$ cat config.mk
export PLATFORM = sky130hd
export DESIGN_NAME = i2c_byte_ctrl
export DESIGN_NICKNAME = d
export VERILOG_FILES = /design/src/rtl/i2c_byte_ctrl.sv
export SDC_FILE = /design/constraint.sdc
export NUM_CORES = 1
export LEC_CHECK = 0
export CORE_ASPECT_RATIO = 1.25
export CORE_UTILIZATION = 30
export CTS_BUF_LIST = sky130_fd_sc_hd__clkbuf_8
export CTS_CLUSTER_DIAMETER = 40
export DETAILED_ROUTE_END_ITERATION = 12
export GPL_TIMING_DRIVEN = 0
export PLACE_DENSITY_LB_ADDON = 0.1
export SYNTH_ARGS = -nofsm -noshare
export SYNTH_HDL_FRONTEND = slang
export SYNTH_SLANG_ARGS = --single-unit
$ cat constraint.sdc
create_clock -name clk_in -period 2.7 [get_ports clk_in]
set_input_delay 0.27 -clock clk_in [delete_from_list [all_inputs] [get_ports clk_in]]
set_output_delay 0.27 -clock clk_in [all_outputs]
set_load 0.02 [all_outputs]
$ cat src/rtl/i2c_byte_ctrl.sv
// ---------------------------------------------------------------------------
// i2c_byte_ctrl
// Single-master I2C byte-level controller. A host issues START, WRITE byte,
// READ byte and STOP commands; the controller sequences the open-drain pad
// enables for SCL and SDA. There is no clock stretching and no arbitration.
//
// Every SCL bit is split into four phases, and each phase lasts CLK_DIV
// clk_in cycles.
//
// Ports
//   clk_in     system clock (rising edge)
//   rst_n      asynchronous reset, active low
//   cmd_valid  command request
//   cmd_ready  command can be accepted (high only while idle)
//   cmd        00 START, 01 WRITE, 10 READ, 11 STOP
//   tx_data    WRITE byte, sent MSB first
//   ack_in     ACK bit driven after a READ (0 = ACK, 1 = NACK)
//   rx_data    byte captured by the last READ
//   rx_ack     ACK bit sampled after the last WRITE (0 = slave ACK)
//   done       one-cycle pulse when a command completes
//   busy       a command is executing
//   scl_oe     1 = pull SCL low
//   sda_oe     1 = pull SDA low
//   sda_in     SDA pad value (asynchronous)
// ---------------------------------------------------------------------------
module i2c_byte_ctrl #(
   parameter int CLK_DIV = 250
) (
   input  logic       clk_in,
   input  logic       rst_n,
   input  logic       cmd_valid,
   output logic       cmd_ready,
   input  logic [1:0] cmd,
   input  logic [7:0] tx_data,
   input  logic       ack_in,
   output logic [7:0] rx_data,
   output logic       rx_ack,
   output logic       done,
   output logic       busy,
   output logic       scl_oe,
   output logic       sda_oe,
   input  logic       sda_in
);

   localparam int QW = (CLK_DIV > 1) ? $clog2(CLK_DIV) : 1;
   localparam logic [QW-1:0] Q_LAST = QW'(CLK_DIV - 1);
   localparam logic [QW-1:0] Q_PEN  = QW'(CLK_DIV - 2);

   localparam logic [1:0] CMD_START = 2'b00;
   localparam logic [1:0] CMD_WRITE = 2'b01;
   localparam logic [1:0] CMD_READ  = 2'b10;
   localparam logic [1:0] CMD_STOP  = 2'b11;

   typedef enum logic [2:0] {
      ST_IDLE   = 3'd0,
      ST_START  = 3'd1,
      ST_BIT    = 3'd2,
      ST_ACKBIT = 3'd3,
      ST_STOP   = 3'd4
   } state_t;

   state_t          state_r, state_n;
   logic [QW-1:0]   qcnt_r, qcnt_n;
   logic [1:0]      ph_r, ph_n;
   logic [2:0]      bit_r, bit_n;
   logic [1:0]      cmd_r, cmd_n;
   logic [7:0]      tx_r, tx_n;
   logic            ack_r, ack_n;
   logic [7:0]      shift_r, shift_n;
   logic [7:0]      rx_data_r, rx_data_n;
   logic            rx_ack_r, rx_ack_n;
   logic            done_r, done_n;
   logic            scl_oe_r, scl_n;
   logic            sda_oe_r, sda_n;
   logic            cmd_ready_r, busy_r;
   logic            sda_s1_r, sda_s2_r;
   logic            q_last;

   assign q_last    = (qcnt_r == Q_LAST);
   assign cmd_ready = cmd_ready_r;
   assign busy      = busy_r;
   assign done      = done_r;
   assign rx_data   = rx_data_r;
   assign rx_ack    = rx_ack_r;
   assign scl_oe    = scl_oe_r;
   assign sda_oe    = sda_oe_r;

   // Two-flop synchronizer for the asynchronous SDA pad input
   always_ff @(posedge clk_in or negedge rst_n) begin
      if (!rst_n) begin
         sda_s1_r <= 1'b1;
         sda_s2_r <= 1'b1;
      end else begin
         sda_s1_r <= sda_in;
         sda_s2_r <= sda_s1_r;
      end
   end

   // Next-state logic: command acceptance, quarter/phase/bit sequencing, and SDA sampling
   always_comb begin
      state_n   = state_r;
      qcnt_n    = qcnt_r;
      ph_n      = ph_r;
      bit_n     = bit_r;
      cmd_n     = cmd_r;
      tx_n      = tx_r;
      ack_n     = ack_r;
      shift_n   = shift_r;
      rx_data_n = rx_data_r;
      rx_ack_n  = rx_ack_r;
      done_n    = 1'b0;
      case (state_r)
         ST_IDLE: begin
            if (cmd_valid) begin
               cmd_n  = cmd;
               tx_n   = tx_data;
               ack_n  = ack_in;
               qcnt_n = '0;
               ph_n   = 2'd0;
               bit_n  = 3'd7;
               case (cmd)
                  CMD_START: state_n = ST_START;
                  CMD_STOP:  state_n = ST_STOP;
                  default:   state_n = ST_BIT;
               endcase
            end else begin
               state_n = ST_IDLE;
            end
         end
         ST_START, ST_BIT, ST_ACKBIT, ST_STOP: begin
            if (q_last) begin
               qcnt_n = '0;
               ph_n   = ph_r + 2'd1;
               if (ph_r == 2'd3) begin
                  if (state_r == ST_BIT) begin
                     if (bit_r == 3'd0) begin
                        state_n = ST_ACKBIT;
                     end else begin
                        bit_n = bit_r - 3'd1;
                     end
                  end else begin
                     state_n = ST_IDLE;
                  end
               end else begin
                  state_n = state_r;
               end
            end else begin
               qcnt_n = qcnt_r + {{(QW-1){1'b0}}, 1'b1};
            end
            // SDA is sampled in the last cycle of phase 2, while SCL is high.
            if (q_last && (ph_r == 2'd2)) begin
               if ((state_r == ST_BIT) && (cmd_r == CMD_READ)) begin
                  shift_n = {shift_r[6:0], sda_s2_r};
               end else if ((state_r == ST_ACKBIT) && (cmd_r == CMD_WRITE)) begin
                  rx_ack_n = sda_s2_r;
               end else begin
                  shift_n = shift_r;
               end
            end else begin
               shift_n = shift_r;
            end
            // The host-visible byte changes only once the READ has finished.
            if (q_last && (ph_r == 2'd3) && (state_r == ST_ACKBIT) && (cmd_r == CMD_READ)) begin
               rx_data_n = shift_r;
            end else begin
               rx_data_n = rx_data_r;
            end
            // done is registered, so it is raised one cycle before the final cycle.
            done_n = (ph_r == 2'd3) && (qcnt_r == Q_PEN) && (state_r != ST_BIT);
         end
         default: begin
            state_n = ST_IDLE;
         end
      endcase
   end

   // Pad-enable targets derived from the upcoming state so outputs come straight from flops
   always_comb begin
      scl_n = scl_oe_r;
      sda_n = sda_oe_r;
      case (state_n)
         ST_IDLE: begin
            // After a byte, SCL is held low and SDA is released.
            if (state_r == ST_ACKBIT) begin
               sda_n = 1'b0;
            end else begin
               sda_n = sda_oe_r;
            end
         end
         ST_START: begin
            case (ph_n)
               2'd0:    begin scl_n = 1'b0; sda_n = 1'b0; end
               2'd1:    begin scl_n = 1'b0; sda_n = 1'b1; end
               default: begin scl_n = 1'b1; sda_n = 1'b1; end
            endcase
         end
         ST_BIT: begin
            scl_n = (ph_n == 2'd0) || (ph_n == 2'd3);
            sda_n = (cmd_n == CMD_WRITE) ? ~tx_n[bit_n] : 1'b0;
         end
         ST_ACKBIT: begin
            scl_n = (ph_n == 2'd0) || (ph_n == 2'd3);
            sda_n = (cmd_n == CMD_WRITE) ? 1'b0 : ~ack_n;
         end
         ST_STOP: begin
            case (ph_n)
               2'd0:    begin scl_n = 1'b1; sda_n = 1'b1; end
               2'd1:    begin scl_n = 1'b0; sda_n = 1'b1; end
               default: begin scl_n = 1'b0; sda_n = 1'b0; end
            endcase
         end
         default: begin
            scl_n = 1'b0;
            sda_n = 1'b0;
         end
      endcase
   end

   // State, counter, data and output registers
   always_ff @(posedge clk_in or negedge rst_n) begin
      if (!rst_n) begin
         state_r     <= ST_IDLE;
         qcnt_r      <= '0;
         ph_r        <= 2'd0;
         bit_r       <= 3'd0;
         cmd_r       <= 2'b00;
         tx_r        <= 8'h00;
         ack_r       <= 1'b0;
         shift_r     <= 8'h00;
         rx_data_r   <= 8'h00;
         rx_ack_r    <= 1'b1;
         done_r      <= 1'b0;
         scl_oe_r    <= 1'b0;
         sda_oe_r    <= 1'b0;
         cmd_ready_r <= 1'b1;
         busy_r      <= 1'b0;
      end else begin
         state_r     <= state_n;
         qcnt_r      <= qcnt_n;
         ph_r        <= ph_n;
         bit_r       <= bit_n;
         cmd_r       <= cmd_n;
         tx_r        <= tx_n;
         ack_r       <= ack_n;
         shift_r     <= shift_n;
         rx_data_r   <= rx_data_n;
         rx_ack_r    <= rx_ack_n;
         done_r      <= done_n;
         scl_oe_r    <= scl_n;
         sda_oe_r    <= sda_n;
         cmd_ready_r <= (state_n == ST_IDLE);
         busy_r      <= (state_n != ST_IDLE);
      end
   end

endmodule

==> impl_metrics.json <==
{
  "vias": 2017,
  "synth_top_area_cell": "dfrtp_1",
  "syn2layout_area_growth_pct": 23.24,
  "outcome": "complete, no violations",
  "dp_cells": 403,
  "endpoint": "sda_oe",
  "grt_pass1_wl_mm": 9.915,
  "peakVddDrop_mv": 0.1777,
  "yosys_warnings": 0,
  "ys_ff_latch": 51,
  "async_flop_share_pct": 100.0,
  "finalWirelength_mm": 5.903,
  "dp_hpwl_mm": 4.336,
  "fin_crit_sh_pct": 95.36,
  "rsz0062_at_grt": "no",
  "drc": 0,
  "crit_type": "register to register",
  "reg2reg_to": "sda_oe",
  "synth_cell_types": 59,
  "startpoint": "state_r[2]",
  "gr-usage-all-layers_pct": 13.77,
  "worstPathMaxFanout": 10,
  "setup_viol": 0,
  "path_clk_slew_ps": 110,
  "worst_pin_slew_ps": 958.0,
  "synth_area_mm2": 0.002676,
  "fin_nets": 319,
  "cts_tree": "built",
  "globalplace.congestion": 0.7410,
  "syn_avg_cell_area_um2": 10.54,
  "grt_max_degree": 28,
  "row_count": 38,
  "setup_slack_ps": 125.4,
  "place_area_mm2": 0.003122,
  "antennaDiodeCount": 0,
  "p_per_area_mw_per_mm2": 429.5,
  "rr_startpoint": "state_r[2]",
  "vias_per_cell": 4.872,
  "maxClockFrequency_mhz": 388.4,
  "drive_gt1_share_pct": 17.69,
  "layout_min_cycle_time_ps": 2575,
  "core_area_mm2": 0.008653,
  "synthFlopType": "dfrtp_1",
  "cts_inserted_buffers": 5,
  "port_buffers": 28,
  "drv_slew": 0,
  "design.die.area_mm2": 0.009305,
  "die_w_um": 86.48,
  "relSlewSlack_pct": 35.60,
  "pre_cts_slack_ps": -192.8,
  "start_kind": "register",
  "grt_overflow": 0,
  "numClockSinks": 51,
  "die_h_um": 107.6,
  "hold_viol_final": 0,
  "critical_path_depth": 9,
  "crit_buf_inv": 1,
  "hold_class": "input pin to register",
  "reg2reg_setup_slack_ps": 130,
  "drt_first_pass_iters": 4,
  "antenna_found_initial": 0,
  "skew_ps": 7.000,
  "p_leak_nw": 1.441,
  "clock_latency_ps": 310,
  "arrival_ps": 2810,
  "critPathMaxStageDelay_ps": 420,
  "critPathCaptureType": "register",
  "ff2ff_path_depth": 9,
  "setup-tns-final_ps": 0,
  "maxCapViolCount": 0,
  "yosys-top-cells-area": "dfrtp_1 (44%), mux2_2 (7.2%), ha_1 (5.1%), nand2_1 (4.9%), dfstp_2 (3.9%)",
  "synth_top_area_share_pct": 43.95,
  "seq_area_frac_synth_pct": 47.87,
  "antenna_left": 0,
  "slowest_stage": "or3_4",
  "drt_iter0_drc": 62,
  "syn_inst": 254,
  "fin_area_mm2": 0.003298,
  "ioPinCount": 29,
  "wl_per_cell_um": 14.26,
  "power_mw": 1.417,
  "clockBufferDepth": 2,
  "synthesis.nets": 280,
  "required_ps": 2940,
  "grt_pass1_vias": 2033,
  "crit_chain": "clkbuf_4 -> or3_4 -> and2_4 -> and2_1 -> a21o_1 -> ha_1 -> o22a_1 -> or3_1 -> o211ai_2",
  "cp_top_family": "simple AND/OR/NAND/NOR gates",
  "initial_core_util_pct": 30.93,
  "h-tree-depth": 2,
  "root_buffer": "clkbuf_8",
  "synth_edf_count": 0,
  "stdcell_count": 414
}
## metal layers
metal  routed length [um]  vias to the layer above  GRT usage, %
met1                 2671                      999         16.96
met3                  170                        8         2.607
met5                    0                        -             0
li1                     -                      981             -
met2                 2974                       29         24.09
met4                   87                        0         4.286
## worst min-delay path by stage
stage | start | endpoint | cells past startpoint
2_1_floorplan | rst_n | ack_r | 0
3_3_place_gp | sda_s1_r | sda_s2_r | 0
3_5_place_dp | rst_n | rx_data[3] | 1
4_1_cts | sda_in | sda_s1_r | 1
5_1_grt | sda_in | sda_s1_r | 1
6_report | sda_in | sda_s1_r | 1
## cell usage in the layout, fill, tap and decap left out, drive strengths merged, types with 2 or more instances in the layout
cell           count
dfrtp             47
nand2             35
clkdlybuf4s50     27
mux2              17
inv               16
nor2              13
o21ai             13
ha                11
clkbuf             8
buf                8
mux2i              6
nand3              6
nand4              6
nor3               6
nor2b              5
a21oi              5
nand2b             5
o22ai              4
xor2               4
dfstp              4
or3                4
and2               3
nor4               3
a21o               2
nand3b             2
nor3b              2
and3               2
a31oi              2
a221oi             2
nand4b             2
nor4b              2
o211ai             2
## state kept, by name (all words and copies together) (netlist names), 2 cells and up
signal and flops:
ph_r 2, rx_data 8, shift_r 8, qcnt_r 8, cmd_r 2, tx_r 8, state_r 3, bit_r 3
## timing repair
action                                 4_1_cts  5_1_grt
hold buffers                                 1        0
gates resized for setup                      1        6
buffers inserted                             0        2
setup endpoints to repair                    1        1
endpoints found under the hold margin       20        0
## cells in the mapped netlist, types with 2 or more instances
cell	number
and3_1	2
a21oi_1	5
or3_1	4
a21o_1	2
o21ai_1	2
clkbuf_1	2
mux2_2	17
nand2b_1	5
and2_1	3
nor2b_1	5
mux2i_1	6
nor3_1	5
o22ai_1	4
buf_2	3
dfstp_2	4
nand4_1	5
a31oi_1	2
xor2_1	4
nand3_1	5
nand3b_1	2
nor2_1	13
inv_1	15
a221oi_1	2
nor3b_1	2
o21ai_0	11
dfrtp_1	47
ha_1	11
nand2_1	35
## final cells by class
class                   count  area, um^2
clock buffers               5       68.82
repair buffers             32       320.3
well taps                 120       150.1
flip-flops and latches     51        1281
fillers                   930        5355
plain buffers               7       43.79
clock inverters             3       47.55
inverters                  15       56.30
multi-input cells         181        1330
## through the flow
| step | hold slack, ps | util, % |
|---|---|---|
| 6_report | 359.7 | 38.11 |
| 5_1_grt | 362.0 | 38.11 |
| 4_1_cts | 349.4 | 37.64 |
| 3_5_place_dp | 311.6 | 36.08 |
| 3_3_place_gp | 347.6 | 35.90 |
| 2_1_floorplan | -25.59 | - |
## power by group
group          internal, mW  total, mW  switching, mW
Combinational        0.0338     0.0697         0.0359
Sequential            0.776      0.782        0.00611
Clock                 0.282      0.565          0.283
Total                  1.09       1.42          0.325
## cell families after synthesis
group           Yosys count  share of synthesized area, %
compound gates           40                         10.10
xor+xnor                  4                         1.309
fa+ha+maj                11                         5.143
buf+inv                  22                         3.646
flops                    51                         47.87
mux                      23                         9.397
simple gates            103                         22.53
Note: power is estimated with default switching activity, not from simulation.
